File: src/rtl/serial_rx4_pkg.sv
`default_nettype none
// ============================================================================
// Module      : serial_rx4_pkg
// Description : State encodings, default frame width and counter-width helper
//               shared by the serial receiver and its upstream controller.
// Revision    : 1.0 - initial release
// ============================================================================
package serial_rx4_pkg;

  // Frame state encodings; 2'd3 is unused and decoded as idle.
  typedef enum logic [1:0] {
    ST_IDLE = 2'd0,
    ST_DATA = 2'd1,
    ST_STOP = 2'd2
  } rx_state_t;

  // Default number of data bits per frame.
  localparam int c_DEFAULT_WIDTH = 4;

  // Bit-counter width: clog2 of the frame width, never narrower than 1 bit.
  function automatic int cnt_width(input int w);
    return (w > 1) ? $clog2(w) : 1;
  endfunction

endpackage
`default_nettype wire

File: src/rtl/serial_rx4_bitcnt.sv
`default_nettype none
// ============================================================================
// Module      : serial_rx4_bitcnt
// Description : Enable-gated bit counter with synchronous clear and a
//               terminal-count flag. Saturates at the terminal value.
// Revision    : 1.0 - initial release
// ============================================================================
module serial_rx4_bitcnt #(
  parameter int WIDTH = 2,
  parameter int TERM  = 3
) (
  input  logic clk,
  input  logic rst,
  input  logic i_en,
  input  logic i_clr,
  output logic o_tc
);

  localparam logic [WIDTH-1:0] c_TERM = WIDTH'(TERM);

  logic [WIDTH-1:0] r_count;
  logic             w_tc;

  assign w_tc = (r_count == c_TERM);
  assign o_tc = w_tc;

  // Count enabled edges; clear wins over enable, and the count holds at the
  // terminal value so it can never wrap.
  always_ff @(posedge clk or posedge rst) begin
    if (rst) begin
      r_count <= '0;
    end else if (i_clr) begin
      r_count <= '0;
    end else if (i_en && !w_tc) begin
      r_count <= r_count + 1'b1;
    end
  end

endmodule
`default_nettype wire

File: src/rtl/serial_rx4.sv
`default_nettype none
// ============================================================================
// Module      : serial_rx4
// Description : LSB-first serial-to-parallel receiver with start/stop framing,
//               advancing one bit per enabled clock (shiftEN).
// Revision    : 1.0 - initial release
// ============================================================================
module serial_rx4
  import serial_rx4_pkg::*;
#(
  parameter int DATA_WIDTH = c_DEFAULT_WIDTH
) (
  input  logic                  clk,
  input  logic                  reset,
  input  logic                  shiftEN,
  input  logic                  Q,
  output logic [DATA_WIDTH-1:0] data,
  output logic                  valid,
  output logic                  frame_err,
  output logic                  busy
);

  localparam int c_CNT_W = cnt_width(DATA_WIDTH);

  rx_state_t             r_state;
  rx_state_t             w_next_state;
  logic [DATA_WIDTH-1:0] r_shreg;
  logic [DATA_WIDTH-1:0] r_data;
  logic                  r_valid;
  logic                  r_frame_err;
  logic                  r_busy;

  logic                  w_cnt_clr;
  logic                  w_cnt_en;
  logic                  w_cnt_tc;
  logic                  w_shift;
  logic                  w_load;
  logic                  w_ferr;

  serial_rx4_bitcnt #(
    .WIDTH (c_CNT_W),
    .TERM  (DATA_WIDTH - 1)
  ) u_bitcnt (
    .clk   (clk),
    .rst   (reset),
    .i_en  (w_cnt_en),
    .i_clr (w_cnt_clr),
    .o_tc  (w_cnt_tc)
  );

  // Frame state register.
  always_ff @(posedge clk or posedge reset) begin
    if (reset) begin
      r_state <= ST_IDLE;
    end else begin
      r_state <= w_next_state;
    end
  end

  // Next-state and per-edge actions; nothing advances without shiftEN.
  always_comb begin
    w_next_state = r_state;
    w_cnt_clr    = 1'b0;
    w_cnt_en     = 1'b0;
    w_shift      = 1'b0;
    w_load       = 1'b0;
    w_ferr       = 1'b0;
    case (r_state)
      ST_DATA: begin
        if (shiftEN) begin
          w_shift  = 1'b1;
          w_cnt_en = 1'b1;
          if (w_cnt_tc) begin
            w_next_state = ST_STOP;
          end
        end
      end
      ST_STOP: begin
        if (shiftEN) begin
          w_load       = Q;
          w_ferr       = !Q;
          w_next_state = ST_IDLE;
        end
      end
      default: begin
        // Idle, and also the unused encoding: wait for a start bit.
        if (shiftEN && !Q) begin
          w_cnt_clr    = 1'b1;
          w_next_state = ST_DATA;
        end else begin
          w_next_state = ST_IDLE;
        end
      end
    endcase
  end

  // Shift register, output word and one-cycle strobes.
  always_ff @(posedge clk or posedge reset) begin
    if (reset) begin
      r_shreg     <= '0;
      r_data      <= '0;
      r_valid     <= 1'b0;
      r_frame_err <= 1'b0;
      r_busy      <= 1'b0;
    end else begin
      if (w_shift) begin
        r_shreg <= {Q, r_shreg[DATA_WIDTH-1:1]};
      end
      if (w_load) begin
        r_data <= r_shreg;
      end
      r_valid     <= w_load;
      r_frame_err <= w_ferr;
      r_busy      <= (w_next_state == ST_DATA) || (w_next_state == ST_STOP);
    end
  end

  assign data      = r_data;
  assign valid     = r_valid;
  assign frame_err = r_frame_err;
  assign busy      = r_busy;

endmodule
`default_nettype wire

File: config.mk
export PLATFORM = sky130hd
export DESIGN_NAME = serial_rx4
export DESIGN_NICKNAME = d
export VERILOG_FILES = /design/src/rtl/serial_rx4_pkg.sv /design/src/rtl/serial_rx4_bitcnt.sv /design/src/rtl/serial_rx4.sv
export SDC_FILE = /design/constraint.sdc
export NUM_CORES = 1
export LEC_CHECK = 0
export CAP_MARGIN = 40
export CELL_PAD_IN_SITES_DETAIL_PLACEMENT = 2
export CELL_PAD_IN_SITES_GLOBAL_PLACEMENT = 2
export CORE_MARGIN = 3
export CORE_UTILIZATION = 36
export DETAILED_ROUTE_END_ITERATION = 7
export PLACE_DENSITY_LB_ADDON = 0.1
export SYNTH_ARGS = -nofsm -noshare
export SYNTH_HDL_FRONTEND = slang
export SYNTH_HIERARCHICAL = 1
export SYNTH_SLANG_ARGS = --single-unit
File: constraint.sdc
create_clock -name clk -period 4.4 [get_ports clk]
set_clock_uncertainty 0.15 [all_clocks]
set_input_delay 0.88 -clock clk [delete_from_list [all_inputs] [get_ports clk]]
set_output_delay 0.88 -clock clk [all_outputs]
set_load 0.05 [all_outputs]
==> results.py, run 1 <==
metrics = {
    "floorplan": {
        "core-area_um2": 1760,
        "start_util_pct": 39.1,
        "fp.dieH_um": 49.8,
        "rows": 15,
        "die_area_um2": 2480,
        "top_level_ports": 11,
        "dieWidth_um": 49.8,
    },
    "place": {
        "gp_congestion": 0.673,
        "dpl_cell_area_um2": 821,
        "pre_cts_ws_ps": 1880,
        "io_buffers": 10,
        "hpwlAfterDp_um": 958,
    },
    "power_and_ir_drop": {
        "pwr_density_cell_nw_per_um2": 339,
        "power_frac_seq_pct": 58.9,
        "intPower_w": 0.000211,
        "clkPwrFrac_pct": 27.0,
        "p_sw_share_pct": 26.6,
        "leakagePower_nw": 0.413,
        "power_w": 0.000288,
        "p_sw_w": 0.0000767,
        "power_frac_comb_pct": 14.1,
        "vdd_ir_drop_max_mv": 0.217,
    },
    "clocking": {
        "clock_latency_ps": 280,
        "cts_hold_repair.buffers": 0,
        "numCtsBuffers": 3,
        "cts_root_buf": "clkbuf_4",
        "cts.reportedPaths.clkPinSlew_ps": 90,
        "cts_tree": "yes",
        "clk_path_buf_depth": 2,
        "cts_sinks": 15,
        "ctsHtreeMaxLevel": 1,
        "cts_resized": 0,
        "post_cts_buffers": 0,
    },
    "timing": {
        "period_share_pct": 56.2,
        "setup_viol": 0,
        "hold_viol_final": 0,
        "fin_crit_ps": 2470,
        "whs_ps": 344,
        "relSlewSlack_pct": 65.7,
        "rsz0062_at_grt": "false",
        "tns_ps": 0,
        "clock.fmax_mhz": 405,
        "fin_ws_ps": 1930,
        "max_slew.worst_pin.slew_ps": 514,
        "finalMaxSlewViolations": 0,
    },
    "setup_path": {
        "cp_top_family": "buffers and inverters",
        "cp_slowest_cell": "clkdlybuf4s50_1",
        "worstPathMaxFanout": 2,
        "cpPeakStageDelay_ps": 800,
        "cp.required_ps": 3370,
        "end_kind": "output port",
        "start_kind": "flip-flop",
        "critPathArrivalTime_ps": 1440,
        "worst-path-buf-inv": 1,
        "critPathKind": "reg -> out",
        "path_cells": "clkdlybuf4s50_1",
    },
    "flow_run": {
        "drv_cap": 0,
    },
    "logic_synthesis": {
        "ys_seq_area_share_pct": 54.4,
        "synth.top_cell.area_share_pct": 54.4,
        "avgSynthCellArea_um2": 12.8,
        "syn-cell-area_um2": 689,
        "synthArstFlopShare_pct": 100,
        "ys_top_cells_by_area": "dfrtp_1 (54%), mux2_1 (13%), ha_1 (5.4%)",
        "ys_seq_elements": 15,
        "syn-instance-count": 54,
        "synth_edf_count": 0,
        "synth_cell_types": 19,
        "synthFlopType": "dfrtp_1",
        "synth_fp_nets": 61,
        "synth_common_cells": "dfrtp_1 (15), mux2_1 (8), inv_1 (6), nand2_1 (4)",
        "synth_top_area_cell": "dfrtp_1",
        "synth.most_common_cell": "dfrtp_1",
        "yosys_warnings": 6,
    },
    "detailed_routing": {
        "ant_nets": 0,
        "drc": 0,
        "vias": 435,
        "wl_per_cell_um": 13.1,
        "first_iter_violations": 1,
        "wirelength_mm": 1.22,
        "firstDrtPassIters": 2,
        "avgViaCountPerCell": 4.68,
    },
    "global_route": {
        "antenna_found_initial": 0,
        "grt_pass1_vias": 496,
        "grt_start_max_net_pins": 14,
        "grt_pass1_wl_mm": 2.31,
        "grt_util_all_layers_pct": 12.6,
        "overflow": 0,
    },
    "layout": {
        "drive_gt1_share_pct": 14.7,
        "antennaDiodeCount": 0,
        "area_growth_pct": 23.0,
        "design_area_um2": 848,
        "final_nets": 76,
    },
    "run_status": {
        "status": "completed",
    },
    "hold_path": {
        "hp-class": "reg -> reg",
    },
}
cell usage in the layout, fill, tap and decap left out, drive strengths merged:
cell and count:
o22ai 1, a22oi 1, nor2b 3, xor2 1, a21oi 1, nand4bb 1
clkdlybuf4s50 10, mux2 9, clkbuf 3, nand2b 2, clkinv 1, nand2 4
ha 3, o21ai 1, nand3 1, inv 6, nor2 4, dfrtp 15
a21o 1
cell families after synthesis:
family | share of synthesized area [%]
simple gates | 14.2
flops | 54.4
mux | 15.2
buf+inv | 3.27
compound gates | 6.17
fa+ha+maj | 5.45
xor+xnor | 1.27
state kept, by name, indices dropped and copies added, names as in the netlist:
name,flops
data,4
frame_err,1
r_shreg,4
r_state,2
u_bitcnt/r_count,2
busy,1
valid,1
cell type report:
type | instances | area, um2
multi-input combinational | 33 | 292
fill | 198 | 916
inverter | 6 | 22.5
sequential | 15 | 375
clock inverter | 1 | 5.00
tap | 25 | 31.3
timing repair buffer | 10 | 100
clock buffer | 3 | 22.5
worst register-to-register path, delay by kind of cell (launching register included):
kind | cells | cell delay, ps
mux | 1 | 300
buf+inv | 2 | 200
simple gates | 2 | 330
flops | 1 | 430
fa+ha+maj | 1 | 220
metal layers:
metal / share of wire [%] / GRT usage, %
met5: 0 / 0
met3: 4.0 / 3.02
met2: 48 / 19.6
met4: 0.82 / 5.53
met1: 47 / 16.4
per-stage QoR:
stage / instances / util (%)
floorplan: 54 / -
global placement: 89 / 46.5
detailed placement: 89 / 46.5
CTS: 93 / 48.1
global route: 93 / 48.1
finish: 93 / 48.1
final timing paths:
kind / cells past startpoint / endpoint / slack (ps) / startpoint
worst min-delay path: 1 / data[1] / 340 / data[1]
max in group asynchronous: 2 / busy / 2950 / reset
min in group asynchronous: 2 / u_bitcnt/r_count[0] / 620 / reset
worst min register to register: 1 / data[1] / 340 / data[1]
worst max register to register: 6 / u_bitcnt/r_count[0] / 2670 / r_state[1]
worst max-delay path: 1 / data[2] / 1930 / data[2]
power groups by stage:
stage | Sequential (W) | Clock, W | Combinational, W
floorplan | 0.000170 | 0 | 0.0000270
global placement | 0.000171 | 0 | 0.0000397
detailed placement | 0.000173 | 0 | 0.0000417
CTS | 0.000170 | 0.0000807 | 0.0000422
global route | 0.000173 | 0.0000898 | 0.0000468
finish | 0.000170 | 0.0000777 | 0.0000406
No activity file was read; power rests on OpenSTA's default activity.
==> run 2: changes to the inputs <==
--- a/config.mk
+++ b/config.mk
@@ -9,7 +9,7 @@
 export CELL_PAD_IN_SITES_DETAIL_PLACEMENT = 2
 export CELL_PAD_IN_SITES_GLOBAL_PLACEMENT = 2
 export CORE_MARGIN = 3
-export CORE_UTILIZATION = 36
+export CORE_UTILIZATION = 33
 export DETAILED_ROUTE_END_ITERATION = 7
 export PLACE_DENSITY_LB_ADDON = 0.1
 export SYNTH_ARGS = -nofsm -noshare
==> constraint.sdc (replaced) <==
create_clock -name clk -period 2.3 [get_ports clk]
set_clock_uncertainty 0.15 [all_clocks]
set_input_delay 0.46 -clock clk [delete_from_list [all_inputs] [get_ports clk]]
set_output_delay 0.46 -clock clk [all_outputs]
set_load 0.05 [all_outputs]
==> results.py, run 2 (synthesis gave the netlist of run 1 again) <==
metrics = {
    "setup_path": {
        "cp_slowest_cell": "clkdlybuf4s50_1",
        "cp.required_ps": 1690,
        "crit_start": "frame_err",
        "critPathArrivalTime_ps": 1450,
        "r2r_cells": 6,
        "worst-path-buf-inv": 1,
        "endpoint": "frame_err",
        "r2r_end": "u_bitcnt/r_count[0]",
        "worstPathMaxFanout": 1,
        "cp_num_cells": 1,
        "critPathKind": "reg -> out",
        "end_kind": "output port",
        "cpPeakStageDelay_ps": 820,
        "r2r_slack_ps": 590,
        "cp_top_family": "buffers and inverters",
        "path_cells": "clkdlybuf4s50_1",
        "r2r_start": "r_state[0]",
        "start_kind": "flip-flop",
    },
    "timing": {
        "relSlewSlack_pct": 65.3,
        "hold_viol_final": 0,
        "finalMaxSlewViolations": 0,
        "tns_ps": 0,
        "max_slew.worst_pin.slew_ps": 518,
        "period_share_pct": 89.6,
        "fin_crit_ps": 2060,
        "rsz0062_at_grt": "false",
        "setup_viol": 0,
        "clock.fmax_mhz": 485,
    },
    "place": {
        "io_buffers": 10,
        "dp_cells": 90,
        "hpwlAfterDp_mm": 1.06,
        "gp_congestion": 0.720,
    },
    "layout": {
        "antennaDiodeCount": 0,
        "final_core_util_pct": 46.5,
        "nFillCells": 202,
        "area_growth_pct": 24.1,
        "fin_cells": 94,
        "final_nets": 77,
        "layout_common_cells": "dfrtp_1 (15), clkdlybuf4s50_1 (10), mux2_1 (8), inv_1 (6), nand2_1 (4)",
        "layout_commonest_cell": "dfrtp_1",
        "drive_gt1_share_pct": 15.9,
    },
    "detailed_routing": {
        "wl_met2_um": 619,
        "wirelength_met1_um": 596,
        "wl_per_cell_um": 13.7,
        "vias": 439,
        "wirelength_mm": 1.29,
        "ant_nets": 0,
        "met3_length_um": 47,
        "first_iter_violations": 0,
        "drc": 0,
        "avgViaCountPerCell": 4.67,
        "firstDrtPassIters": 1,
        "top_layer": "met4",
    },
    "global_route": {
        "grt_pass1_vias": 527,
        "antenna_found_initial": 0,
        "grt_start_max_net_pins": 14,
        "grt_util_all_layers_pct": 12.4,
        "grt_pass1_wl_mm": 2.35,
        "overflow": 0,
    },
    "clocking": {
        "cts_tree": "yes",
        "cts_hold_repair.buffers": 0,
        "clock_latency_ps": 290,
        "clk_path_buf_depth": 2,
        "post_cts_buffers": 0,
        "cts.reportedPaths.clkPinSlew_ps": 100,
        "cts_sinks": 15,
        "cts_root_buf": "clkbuf_4",
        "numCtsBuffers": 3,
        "ctsHtreeMaxLevel": 1,
        "cts_resized": 0,
    },
    "flow_run": {
        "drv_cap": 0,
    },
    "run_status": {
        "status": "completed",
    },
    "hold_path": {
        "hp-class": "in -> async",
    },
    "floorplan": {
        "top_level_ports": 11,
        "rows": 15,
        "core-area_um2": 1840,
        "start_util_pct": 37.5,
        "die_area_um2": 2670,
        "fp.dieH_um": 51.7,
        "dieWidth_um": 51.7,
    },
    "power_and_ir_drop": {
        "leakagePower_nw": 0.417,
        "pwr_density_cell_nw_per_um2": 647,
        "vdd_ir_drop_max_mv": 0.271,
    },
}
[run 2: cell type report]
| type | count | area, um2 | area share, % |
|---|---|---|---|
| clock buffer | 3 | 22.5 | 2.63 |
| inverter | 6 | 22.5 | 2.63 |
| sequential | 15 | 375 | 43.9 |
| multi-input combinational | 33 | 292 | 34.1 |
| clock inverter | 1 | 5.00 | 0.585 |
| timing repair buffer | 11 | 108 | 12.6 |
| tap | 25 | 31.3 | 3.65 |
[run 2: metrics by stage]
stage	instance area [um2]	power [W]	hold WS [ps]	setup WS (ps)
3_5_place_dp	828	0.000409	333	278
3_3_place_gp	828	0.000402	319	329
2_1_floorplan	689	0.000376	51.2	740
4_1_cts	856	0.000564	191	209
6_report	856	0.000554	194	239
5_1_grt	856	0.000596	213	174
[run 2: routing by layer]
layer | GRT usage [%] | up-vias
li1 | - | 209
met4 | 6.55 | 0
met5 | 0 | -
met3 | 2.58 | 2
met2 | 19.7 | 9
met1 | 15.6 | 219
[run 2: worst min path at each step]
| stage | startpoint | endpoint | slack (ps) | cells past startpoint |
|---|---|---|---|---|
| after global placement | r_shreg[0] | data[0] | 320 | 1 |
| after global routing | reset | u_bitcnt/r_count[1] | 210 | 2 |
| after floorplan | reset | u_bitcnt/r_count[0] | 50 | 1 |
| after CTS | reset | u_bitcnt/r_count[1] | 190 | 2 |
| final | reset | u_bitcnt/r_count[1] | 190 | 2 |
| after detailed placement | r_shreg[0] | data[0] | 330 | 1 |
[run 2: worst register-to-register path: cells and delay by family, from the launching register on]
| family | cells | cell delay [ps] |
|---|---|---|
| muxes | 1 | 260 |
| buffers and inverters | 1 | 60 |
| adders and majority gates | 1 | 350 |
| and+or+nand+nor | 3 | 390 |
| DFF | 1 | 390 |
[run 2: power breakdown]
part / switching [W] / total [W] / internal (W)
registers: 0.0000238 / 0.000324 / 0.000300
logic: 0.0000354 / 0.0000756 / 0.0000402
clock network: 0.0000902 / 0.000155 / 0.0000646
total: 0.000149 / 0.000554 / 0.000405
